<file path="config.mk">
export PLATFORM = sky130hd
export DESIGN_NAME = alu_muldiv_sequencer
export DESIGN_NICKNAME = d
export VERILOG_FILES = /design/src/rtl/alu_muldiv_sequencer.sv
export SDC_FILE = /design/constraint.sdc
export NUM_CORES = 1
export LEC_CHECK = 0
export CORE_MARGIN = 4
export CORE_UTILIZATION = 40
export DETAILED_ROUTE_END_ITERATION = 7
export PLACE_DENSITY = 0.66
export SYNTH_ARGS = -nofsm -noshare
export SYNTH_HDL_FRONTEND = slang
export SYNTH_SLANG_ARGS = --single-unit
</file>
<file path="constraint.sdc">
create_clock -name clk -period 6.65 [get_ports clk]
set_input_delay 1.6625 -clock clk [delete_from_list [all_inputs] [get_ports clk]]
set_output_delay 1.6625 -clock clk [all_outputs]
set_load 0.1 [all_outputs]
</file>
<file path="src/rtl/alu_muldiv_sequencer.sv">
// Multi-cycle unsigned MUL/MULHU/DIVU/REMU sequencer that borrows the shared ALU
// one operation per clock: shift-add multiply and restoring division.
module alu_muldiv_sequencer #(
  parameter int XLEN  = 32,
  parameter int CNT_W = 5
) (
  input  logic            clk,
  input  logic            reset,
  input  logic            start,
  input  logic [1:0]      op,
  input  logic [XLEN-1:0] rs1,
  input  logic [XLEN-1:0] rs2,
  output logic            busy,
  output logic            done,
  output logic [XLEN-1:0] result,
  output logic [3:0]      alu_opr,
  output logic [XLEN-1:0] alu_operand1,
  output logic [XLEN-1:0] alu_operand2,
  input  logic [XLEN-1:0] alu_result
);

  // state | meaning
  // IDLE  | waiting for start; ALU free for the pipeline
  // ITER  | one multiply bit: hi + (lo[0] ? mcand : 0), then shift
  // CMP   | divide: shift remainder in, compare against divisor (SLTU)
  // SUB   | divide: conditional subtract, set quotient bit
  // DONE  | one-cycle done pulse, result valid
  typedef enum logic [2:0] {
    S_IDLE,
    S_ITER,
    S_CMP,
    S_SUB,
    S_DONE
  } state_t;

  localparam logic [1:0] OP_MUL   = 2'b00;
  localparam logic [1:0] OP_DIVU  = 2'b10;
  localparam logic [3:0] ALU_ADD  = 4'b0000;
  localparam logic [3:0] ALU_SUB  = 4'b0001;
  localparam logic [3:0] ALU_SLTU = 4'b0111;

  state_t state, next_state;

  logic [1:0]      op_q;
  logic [CNT_W-1:0] cnt;
  // acc holds hi (multiply) or R (divide); shf holds lo or Q; opd holds mcand or D
  logic [XLEN-1:0] acc;
  logic [XLEN-1:0] shf;
  logic [XLEN-1:0] opd;
  logic            ge_q;

  logic            last;
  logic            carry;
  logic [XLEN-1:0] rs_shift;
  logic [XLEN-1:0] mul_hi_nxt;
  logic [XLEN-1:0] mul_lo_nxt;
  logic [XLEN-1:0] div_rem_nxt;
  logic [XLEN-1:0] div_quo_nxt;

  assign last     = (cnt == CNT_W'(XLEN - 1));
  assign rs_shift = {acc[XLEN-2:0], shf[XLEN-1]};

  // Carry out of the ALU add recovered from operand and sum MSBs.
  assign carry = (alu_operand1[XLEN-1] & alu_operand2[XLEN-1]) |
                 ((alu_operand1[XLEN-1] ^ alu_operand2[XLEN-1]) & ~alu_result[XLEN-1]);

  assign mul_hi_nxt  = {carry, alu_result[XLEN-1:1]};
  assign mul_lo_nxt  = {alu_result[0], shf[XLEN-1:1]};
  assign div_rem_nxt = ge_q ? alu_result : acc;
  assign div_quo_nxt = {shf[XLEN-1:1], shf[0] | ge_q};

  always_ff @(posedge clk or posedge reset) begin
    if (reset) state <= S_IDLE;
    else       state <= next_state;
  end

  always_comb begin
    next_state   = state;
    busy         = 1'b0;
    done         = 1'b0;
    alu_opr      = ALU_ADD;
    alu_operand1 = '0;
    alu_operand2 = '0;
    case (state)
      S_IDLE: begin
        if (start) begin
          if (!op[1])          next_state = S_ITER;
          else if (rs2 == '0)  next_state = S_DONE;
          else                 next_state = S_CMP;
        end
      end
      S_ITER: begin
        busy         = 1'b1;
        alu_operand1 = acc;
        alu_operand2 = shf[0] ? opd : '0;
        if (last) next_state = S_DONE;
      end
      S_CMP: begin
        busy         = 1'b1;
        alu_opr      = ALU_SLTU;
        alu_operand1 = rs_shift;
        alu_operand2 = opd;
        next_state   = S_SUB;
      end
      S_SUB: begin
        busy         = 1'b1;
        alu_opr      = ALU_SUB;
        alu_operand1 = acc;
        alu_operand2 = opd;
        next_state   = last ? S_DONE : S_CMP;
      end
      S_DONE: begin
        done       = 1'b1;
        next_state = S_IDLE;
      end
      default: next_state = S_IDLE;
    endcase
  end

  always_ff @(posedge clk or posedge reset) begin
    if (reset) begin
      op_q   <= '0;
      cnt    <= '0;
      acc    <= '0;
      shf    <= '0;
      opd    <= '0;
      ge_q   <= 1'b0;
      result <= '0;
    end else begin
      case (state)
        S_IDLE: begin
          if (start) begin
            op_q <= op;
            cnt  <= '0;
            acc  <= '0;
            shf  <= rs1;
            opd  <= rs2;
            // Divide by zero skips the datapath entirely.
            if (op[1] && (rs2 == '0))
              result <= (op == OP_DIVU) ? '1 : rs1;
          end
        end
        S_ITER: begin
          acc <= mul_hi_nxt;
          shf <= mul_lo_nxt;
          cnt <= cnt + CNT_W'(1);
          if (last)
            result <= (op_q == OP_MUL) ? mul_lo_nxt : mul_hi_nxt;
        end
        S_CMP: begin
          acc  <= rs_shift;
          shf  <= {shf[XLEN-2:0], 1'b0};
          ge_q <= ~alu_result[0];
        end
        S_SUB: begin
          acc <= div_rem_nxt;
          shf <= div_quo_nxt;
          cnt <= cnt + CNT_W'(1);
          if (last)
            result <= (op_q == OP_DIVU) ? div_quo_nxt : div_rem_nxt;
        end
        default: ;
      endcase
    end
  end

endmodule
</file>
==> run_results.csv, run 1 <==
group,metric,value,unit
power,power_switching,3.415,mW
clocking,cts_tree,"built",
logic_synthesis,synth_area,8758,µm²
clocking,cts_setup_buffers,0,
clocking,clk_latency,0.43,ns
power,combPwrFrac,0.620,
global_routing,grt_max_degree,108,
sta,maxSlewViolCount,0,
job,max_cap_violations,0,
sta,worstMarginPinSlew,1.139,ns
floorplan,core,21290,µm²
worst_setup_path,worstSetupStartpointType,"flop",
detailed_routing,finalWirelength,28810,µm
power,p_sw_frac,0.5530,
clocking,h-tree-depth,4,
sta,max_clock_freq,190.3,MHz
sta,period_needed,5.254,ns
finish,syn2layout_area_growth,30.94,%
worst_setup_path,critical_path_peak_fanout,24,
detailed_routing,wl_per_cell,20.80,µm
floorplan,initial_core_util,0.4115,
detailed_routing,wl_met2,13080,µm
floorplan,die-width,156.0,µm
detailed_routing,highest_layer,"met4",
global_routing,grtUsageTotal,0.2345,
sta,finalCritPeriodShare,0.7901,
logic_synthesis,synth_flop_cell,"dfrtp_1",
clocking,root_buffer,"clkbuf_16",
logic_synthesis,synth_area_per_cell,9.210,µm²
placed_design,gp_congestion,0.7991,
finish,nets,1200,
power,irDropWorstVdd,0.0003234,V
floorplan,rows,53,
global_routing,antenna_found_initial,1,
power,p_leak,4.714,nW
clocking,path_clk_slew,0.06,ns
run_status,run_status,"completed",
detailed_routing,first_pass_iters,7,
power,internal-power,2.760,mW
detailed_routing,met1_length,12390,µm
logic_synthesis,synth_edf_count,0,
sta,relSlewSlack,0.2386,
sta,final.setup.worst_slack,1.396,ns
logic_synthesis,syn_nets,1055,
sta,fin_setup_tns,0,ns
clocking,numCtsBuffers,17,
global_routing,grt_pass1_vias,8094,
min_path,min_path_type,"flop to flop",
worst_setup_path,required,4.99,ns
logic_synthesis,ys_warn_count,0,
worst_setup_path,worstPathArrival,3.59,ns
power,power_frac_seq,0.215,
finish,layout-drive-gt1-share,0.1650,
worst_setup_path,critPathKind,"flop to output pin",
floorplan,die_area,24330,µm²
floorplan,ios,203,
sta,rsz0062_at_grt,"false",
detailed_routing,drc_errors,0,
sta,hold_violations,0,
sta,finClkSkew,0.006931,ns
logic_synthesis,synth.distinct_cells,48,
clocking,cts_hold_buf,0,
detailed_routing,vias,8268,
placed_design,port_buffers,201,
detailed_routing,ant_nets,0,
power,power_density,538.4,nW/µm²
power,clockPowerShare,0.165,
worst_setup_path,worstSetupEndpointType,"output pin",
clocking,cts.sinks,139,
global_routing,grt_pass1_wl,46040,µm
logic_synthesis,yosysSeqAreaShare,0.3971,
clocking,cts_resized,0,
placed_design,pre_cts_ws,1.829,ns
logic_synthesis,async_reset_ff_frac,1.000,
detailed_routing,viasPerCell,5.970,
placed_design,place_hpwl,18300,µm
detailed_routing,first_iter_violations,987,
clocking,clk_path_buf_depth,2,
sta,finalSetupViolCount,0,
logic_synthesis,ys_seq_elements,139,
detailed_routing,wl_met3,3058,µm
floorplan,die_h,156.0,µm
logic_synthesis,syn-instance-count,951,
global_routing,overflow,0,
## sequential cells by signal, indices dropped and copies added, names as in the netlist
signal,flops
result,32
shf,32
state,3
op_q,2
acc,32
cnt,5
ge_q,1
opd,32
## power by group through the flow
stage	Clock, mW	Sequential [mW]	Combinational, mW
floorplan	0	1.54	2.71
global placement	0	1.34	3.79
detailed placement	0	1.34	3.82
finish	1.02	1.33	3.83
CTS	1.03	1.33	3.83
global route	1.07	1.36	4.03
## per-stage QoR
stage                     hold WS, ns    util  total power [mW]  instances  instance area (µm²)
after floorplan                0.4429       -             4.242        951                 8758
after global placement         0.4673  0.5094             5.133       1352                10840
after detailed placement       0.4754  0.5094             5.158       1352                10840
after CTS                      0.4852  0.5386             6.191       1384                11470
after global routing           0.5139  0.5388             6.471       1385                11470
final                          0.4868  0.5388             6.175       1385                11470
## layer usage
| layer | vias to the layer above | global-route usage |
|---|---|---|
| li1 | 3822 | - |
| met1 | 4013 | 0.3280 |
| met2 | 409 | 0.3601 |
| met3 | 24 | 0.07157 |
| met4 | 0 | 0.05085 |
| met5 | - | 0 |
## critical path, stage by stage, from the launching register on
cell             delay (ns)
dfrtp_1                0.67
nor2b_4                0.70
buf_4                  0.42
a22o_1                 0.20
clkdlybuf4s50_1        1.17
## cell usage in the layout (no fill, tap or decap), types with 3 or more instances in the layout
master	count
nor3_1	5
dfrtp_1	137
a22o_1	31
clkbuf_8	4
inv_1	34
o211ai_1	29
clkdlybuf4s50_1	179
nor4_1	8
nor2b_1	35
mux2i_1	32
mux2_2	94
nand3b_1	29
a31oi_1	3
buf_4	41
bufinv_16	3
o21ai_0	160
nor2_1	9
a21oi_1	6
clkbuf_16	17
o21ai_1	3
clkinv_2	3
nand2_1	135
a222oi_1	60
nand4_1	3
ha_1	3
## layout make-up
cell class | instances | area, µm²
Fill cell | 1884 | 9818
Multi-Input combinational cell | 682 | 4780
Sequential cell | 139 | 3481
Timing Repair Buffer | 220 | 2100
Clock buffer | 22 | 484.2
Tap cell | 275 | 344.1
Inverter | 36 | 140.1
Clock inverter | 10 | 137.6
Antenna cell | 1 | 2.502
## synthesized netlist by cell type, types with 2 or more instances
| cell | n | share of area |
|---|---|---|
| mux2i_1 | 32 | 0.037 |
| o21ai_1 | 3 | 0.0017 |
| mux2_1 | 2 | 0.0026 |
| nand3b_1 | 29 | 0.025 |
| a31oi_1 | 3 | 0.0021 |
| nand2_1 | 136 | 0.058 |
| buf_6 | 3 | 0.0039 |
| mux2_2 | 94 | 0.12 |
| dfrtp_1 | 139 | 0.40 |
| a21oi_1 | 7 | 0.0040 |
| buf_2 | 23 | 0.013 |
| and3_1 | 2 | 0.0014 |
| clkbuf_1 | 61 | 0.026 |
| nor3_1 | 5 | 0.0029 |
| nor2_1 | 11 | 0.0047 |
| nor4_1 | 8 | 0.0057 |
| nand4_1 | 3 | 0.0021 |
| nor2b_1 | 38 | 0.027 |
| ha_1 | 3 | 0.0043 |
| a222oi_1 | 60 | 0.069 |
| o21ai_0 | 161 | 0.092 |
| nand3_1 | 2 | 0.0011 |
| nand2b_1 | 2 | 0.0014 |
| o211ai_1 | 29 | 0.025 |
| buf_4 | 2 | 0.0017 |
| a22o_1 | 31 | 0.031 |
| a21boi_0 | 2 | 0.0017 |
| inv_1 | 35 | 0.015 |
| buf_1 | 5 | 0.0021 |
| o32a_1 | 2 | 0.0023 |
## path summary, 6_finish.rpt
check | startpoint | end | slack [ns] | cells after the start
setup / recovery | state[0] | alu_operand1[0] | 1.40 | 4
hold / removal | cnt[3] | cnt[3] | 0.49 | 1
setup reg to reg | state[1] | result[29] | 3.13 | 7
hold reg to reg | cnt[3] | cnt[3] | 0.49 | 1
max in group asynchronous | reset | shf[12] | 3.68 | 3
min in group asynchronous | reset | opd[17] | 1.81 | 2
## cells by family (layout without fill, tap and decap cells)
kind of cell	count (synthesis)	after routing	share of synthesized area
flip-flops	139	139	0.3971
buffers and inverters	130	288	0.06243
adder cells (fa/ha/maj)	3	3	0.004286
other	1	2	0.0004282
AND/OR/NAND/NOR	242	242	0.1366
multiplexers	128	128	0.1600
XOR/XNOR	1	1	0.001000
AO/OA/AOI/OAI	307	307	0.2381
Power figures use the tool's default switching activity.
==> run 2, diff against run 1 <==
==> constraint.sdc (replaced) <==
create_clock -name clk -period 5.3 [get_ports clk]
set_input_delay 1.325 -clock clk [delete_from_list [all_inputs] [get_ports clk]]
set_output_delay 1.325 -clock clk [all_outputs]
set_load 0.1 [all_outputs]
==> run 2 against run 1 <==
Clock power rose by 15%. Critical endpoint is now alu_operand1[31]. Setup slack got worse by 0.41 ns. First-iteration DRC count fell by 19%. Final cell count barely moved. Critical path depth rose by 2. Clock skew barely moved. Sequential cell count did not move.
==> run_results.csv, run 2 (synthesis gave the netlist of run 1 again) <==
group,metric,value,unit
run_status,run_status,"completed",
floorplan,rows,53,
detailed_routing,drc_errors,0,
power,p_leak,4.829,nW
sta,finalSetupViolCount,0,
power,power_switching,4.269,mW
finish,n_fill_cell,1903,
worst_setup_path,critical_path_peak_fanout,31,
worst_setup_path,worstSetupStartpointType,"flop",
finish,nets,1200,
clocking,path_clk_slew,0.06,ns
power,p_sw_frac,0.5556,
detailed_routing,first_pass_iters,7,
power,power_frac_seq,0.224,
power,irDropWorstVdd,0.0003548,V
sta,fin_setup_tns,0,ns
finish,layout-drive-gt1-share,0.2047,
worst_setup_path,slowest_stage,"nor2_4",
power,power,7.683,mW
clocking,clk_path_buf_depth,2,
clocking,cts_tree,"built",
sta,relSlewSlack,0.2392,
power,clockPowerShare,0.152,
worst_setup_path,worstSetupEndpointType,"output pin",
floorplan,initial_core_util,0.4115,
detailed_routing,finalWirelength,28210,µm
detailed_routing,viasPerCell,5.845,
detailed_routing,wl_per_cell,20.39,µm
clocking,cts_hold_buf,0,
finish,syn2layout_area_growth,31.56,%
clocking,cts_resized,0,
floorplan,die_h,156.0,µm
global_routing,grt_pass1_vias,7874,
clocking,cts.sinks,139,
power,power_density,666.8,nW/µm²
worst_setup_path,path_cells,"nand2b_1 > nor2_4 > buf_4 > nand2_1 > nand2_1 > buf_4",
finish,layout_common_cells,"o21ai_0, dfrtp_1, nand2_1, clkdlybuf4s50_1, mux2_2",
job,max_cap_violations,0,
detailed_routing,ant_nets,0,
finish,final_cell_count_no_fill,1384,
placed_design,place_hpwl,18630,µm
sta,rsz0062_at_grt,"false",
clocking,root_buffer,"clkbuf_16",
sta,finalCritPeriodShare,0.8140,
sta,maxSlewViolCount,0,
global_routing,overflow,0,
global_routing,antenna_found_initial,0,
worst_setup_path,worstPathArrival,2.99,ns
power,internal-power,3.414,mW
floorplan,ios,203,
global_routing,grtUsageTotal,0.2280,
sta,hold_violations,0,
sta,max_clock_freq,231.8,MHz
placed_design,gp_congestion,0.8048,
detailed_routing,first_iter_violations,797,
worst_setup_path,critPathMaxStageDelay,0.66,ns
floorplan,die_area,24330,µm²
detailed_routing,vias,8089,
clocking,h-tree-depth,4,
sta,worstMarginPinSlew,1.141,ns
power,combPwrFrac,0.624,
sta,finClkSkew,0.007302,ns
placed_design,port_buffers,201,
floorplan,core,21290,µm²
worst_setup_path,critPathKind,"flop to output pin",
placed_design,dp.cells,1352,
finish,n_antenna_cell,0,
clocking,cts_setup_buffers,0,
sta,period_needed,4.314,ns
clocking,clk_latency,0.42,ns
global_routing,grt_max_degree,107,
floorplan,die-width,156.0,µm
worst_setup_path,required,3.97,ns
worst_setup_path,regToRegSetupSlack,1.89,ns
global_routing,grt_pass1_wl,44680,µm
clocking,numCtsBuffers,17,
finish,final_common_cell,"o21ai_0",
min_path,min_path_type,"flop to flop",
[run 2: power groups by stage]
stage	sequential [mW]	clock, mW	combinational, mW
floorplan	1.93	0	3.40
global placement	1.72	0	4.77
detailed placement	1.73	0	4.80
CTS	1.71	1.19	4.82
global route	1.77	1.24	5.05
finish	1.72	1.17	4.79
[run 2: area by class of cell]
type                       count  area, µm²  share of cell area
inverter                      36      140.1             0.01216
sequential                   139       3481              0.3021
multi-input combinational    682       4780              0.4148
clock buffer                  25      505.5             0.04387
timing repair buffer         220       2210              0.1918
tap                          275      344.1             0.02986
clock inverter                 7      62.56            0.005429
[run 2: final timing paths]
kind,from,endpoint,cells after the start
worst min-delay path,cnt[3],cnt[3],1
worst max register to register,state[2],result[31],11
worst min register to register,cnt[3],cnt[3],1
min in group asynchronous,reset,opd[21],2
worst max-delay path,state[2],alu_operand1[31],6
max in group asynchronous,reset,opd[6],3
[run 2: per-stage QoR]
step           area [µm²]  utilization  hold slack [ns]  setup WS [ns]
2_1_floorplan        8758            -           0.4429         0.2505
3_3_place_gp        10950       0.5146           0.4690          1.346
3_5_place_dp        10950       0.5146           0.4728          1.350
4_1_cts             11520       0.5413           0.4858         0.9654
5_1_grt             11520       0.5413           0.5068         0.7795
6_report            11520       0.5413           0.4829         0.9860
[run 2: worst max-delay path, delay by kind of cell (launching register included)]
family                 cells  cell delay [ns]
AND/OR/NAND/NOR            4             1.24
buffers and inverters      2             0.68
flip-flops                 1             0.64
[run 2: routing by layer]
metal	GRT usage	vias up	wire, µm	part of all wire
li1	-	3823	-	-
met1	0.2965	3852	11670	0.41
met2	0.3568	382	12820	0.45
met3	0.08710	32	3243	0.11
met4	0.06253	0	486	0.017
met5	0	-	0	0
==> run 3, diff against run 2 <==
--- a/config.mk
+++ b/config.mk
@@ -8,7 +8,7 @@
 export CORE_MARGIN = 4
 export CORE_UTILIZATION = 40
 export DETAILED_ROUTE_END_ITERATION = 7
-export PLACE_DENSITY = 0.66
+export PLACE_DENSITY = 0.69
 export SYNTH_ARGS = -nofsm -noshare
 export SYNTH_HDL_FRONTEND = slang
 export SYNTH_SLANG_ARGS = --single-unit
==> constraint.sdc (replaced) <==
create_clock -name clk -period 3.7 [get_ports clk]
set_input_delay 0.925 -clock clk [delete_from_list [all_inputs] [get_ports clk]]
set_output_delay 0.925 -clock clk [all_outputs]
set_load 0.1 [all_outputs]
==> run 3 against run 2 <==
The run now ends with design-rule violations left. Sequential power grew 45%. Sequential share of layout area shrank 1.7 points. First-iteration DRC count grew 50%. Final cell count grew 0.65%. Setup slack lost 0.56 ns. Non-clock buffer count grew 8. Via count grew 1.7%. Global-route usage shrank 0.59 points. Register-to-register slack lost 1.1 ns. Utilization grew 3.2 points. Critical endpoint is now alu_operand1[5].
==> run_results.csv, run 3 (synthesis gave the netlist of run 1 again) <==
group,metric,value,unit
worst_setup_path,worstPathArrival,2.35,ns
clocking,h-tree-depth,4,
sta,relSlewSlack,0.1389,
worst_setup_path,critical_path_peak_fanout,38,
global_routing,grt_max_degree,93,
placed_design,place_hpwl,20000,µm
worst_setup_path,worstSetupEndpointType,"output pin",
global_routing,grt_pass1_vias,7832,
finish,utilization,0.5733,
min_path,holdPathStages,1,
global_routing,grt_pass1_wl,43410,µm
run_status,violations,"design-rule violations",
detailed_routing,first_iter_violations,1192,
global_routing,antenna_found_initial,1,
clocking,clk_latency,0.43,ns
finish,layout-drive-gt1-share,0.2363,
detailed_routing,viasPerCell,5.907,
sta,finClkSkew,0.007284,ns
detailed_routing,ant_nets,0,
clocking,path_clk_slew,0.06,ns
detailed_routing,first_pass_iters,8,
job,max_cap_violations,0,
sta,worstMarginPinSlew,1.292,ns
global_routing,overflow,0,
clocking,cts_setup_buffers,0,
sta,finalCritPeriodShare,0.8842,
placed_design,dpl-instance-area,11610,µm²
worst_setup_path,worst-path-buf-inv,2,
power,power,12.02,mW
clocking,cts_tree,"built",
clocking,clk_path_buf_depth,2,
worst_setup_path,regToRegSetupSlack,0.79,ns
floorplan,core,21290,µm²
placed_design,dp.cells,1360,
finish,syn2layout_area_growth,39.33,%
floorplan,ios,203,
floorplan,die_area,24330,µm²
clocking,numCtsBuffers,17,
placed_design,gp_congestion,0.8545,
clocking,cts_resized,0,
finish,n_fill_cell,1867,
run_status,run_status,"finished with violations",
sta,fin_setup_tns,0,ns
worst_setup_path,reg2reg_depth,10,
worst_setup_path,cpLargestDelayFamily,"simple AND/OR/NAND/NOR gates",
floorplan,die_h,156.0,µm
placed_design,port_buffers,201,
finish,nets,1208,
detailed_routing,vias,8228,
finish,final_common_cell,"o21ai_0",
min_path,min_path_type,"flop to flop",
floorplan,initial_core_util,0.4115,
finish,layout_common_cells,"o21ai_0, dfrtp_1, nand2_1, clkdlybuf4s50_1, mux2_2",
placed_design,pre_cts_ws,0.6635,ns
worst_setup_path,cp_num_cells,5,
worst_setup_path,path_cells,"nand2b_1 > nor2_4 > buf_12 > a22o_1 > buf_12",
sta,max_clock_freq,305.7,MHz
sta,finalSetupViolCount,0,
detailed_routing,drc_errors,1,
detailed_routing,finalWirelength,27590,µm
power,p_leak,5.094,nW
worst_setup_path,critPathMaxStageDelay,0.58,ns
sta,final.setup.worst_slack,0.4286,ns
worst_setup_path,required,2.77,ns
power,irDropWorstVdd,0.0004588,V
sta,hold_violations,0,
floorplan,rows,53,
finish,final_cell_count_no_fill,1393,
worst_setup_path,crit_top_cell,"buf_12",
worst_setup_path,slowest_stage,"dfrtp_2",
global_routing,grtUsageTotal,0.2221,
detailed_routing,wl_per_cell,19.81,µm
sta,maxSlewViolCount,0,
worst_setup_path,worstSetupStartpointType,"flop",
clocking,cts.sinks,139,
finish,fin_area,12200,µm²
worst_setup_path,critPathKind,"flop to output pin",
clocking,cts_hold_buf,0,
floorplan,die-width,156.0,µm
sta,period_needed,3.271,ns
sta,rsz0062_at_grt,"false",
sta,timing.hold.ws,0.4853,ns
clocking,root_buffer,"clkbuf_16",
power,power_density,984.9,nW/µm²
[run 3: worst paths after layout]
check | start | endpoint
worst max-delay path | state[1] | alu_operand1[5]
worst min register to register | cnt[3] | cnt[3]
worst min-delay path | cnt[3] | cnt[3]
min in group asynchronous | reset | opd[16]
max in group asynchronous | reset | ge_q
worst max register to register | state[0] | result[31]
[run 3: layout make-up]
type | count | area [µm²] | area share
Inverter | 36 | 138.9 | 0.01138
Sequential cell | 139 | 3481 | 0.2852
Tap cell | 275 | 344.1 | 0.02820
Timing Repair Buffer | 228 | 2875 | 0.2356
Multi-Input combinational cell | 682 | 4770 | 0.3909
Clock inverter | 15 | 166.4 | 0.01364
Antenna cell | 1 | 2.502 | 0.0002051
Clock buffer | 17 | 425.4 | 0.03486
[run 3: per-layer routing]
metal	up-vias	GRT usage	share of wire
met5	-	0	0
met4	0	0.05085	0.0083
met3	15	0.08155	0.13
met2	426	0.3274	0.45
met1	3933	0.3125	0.42
li1	3854	-	-
[run 3: power by group]
part / internal, mW / total [mW] / switching (mW)
Clock: 1.00 / 1.72 / 0.715
Sequential: 1.94 / 2.49 / 0.554
Combinational: 2.74 / 7.81 / 5.07
Total: 5.68 / 12.0 / 6.34
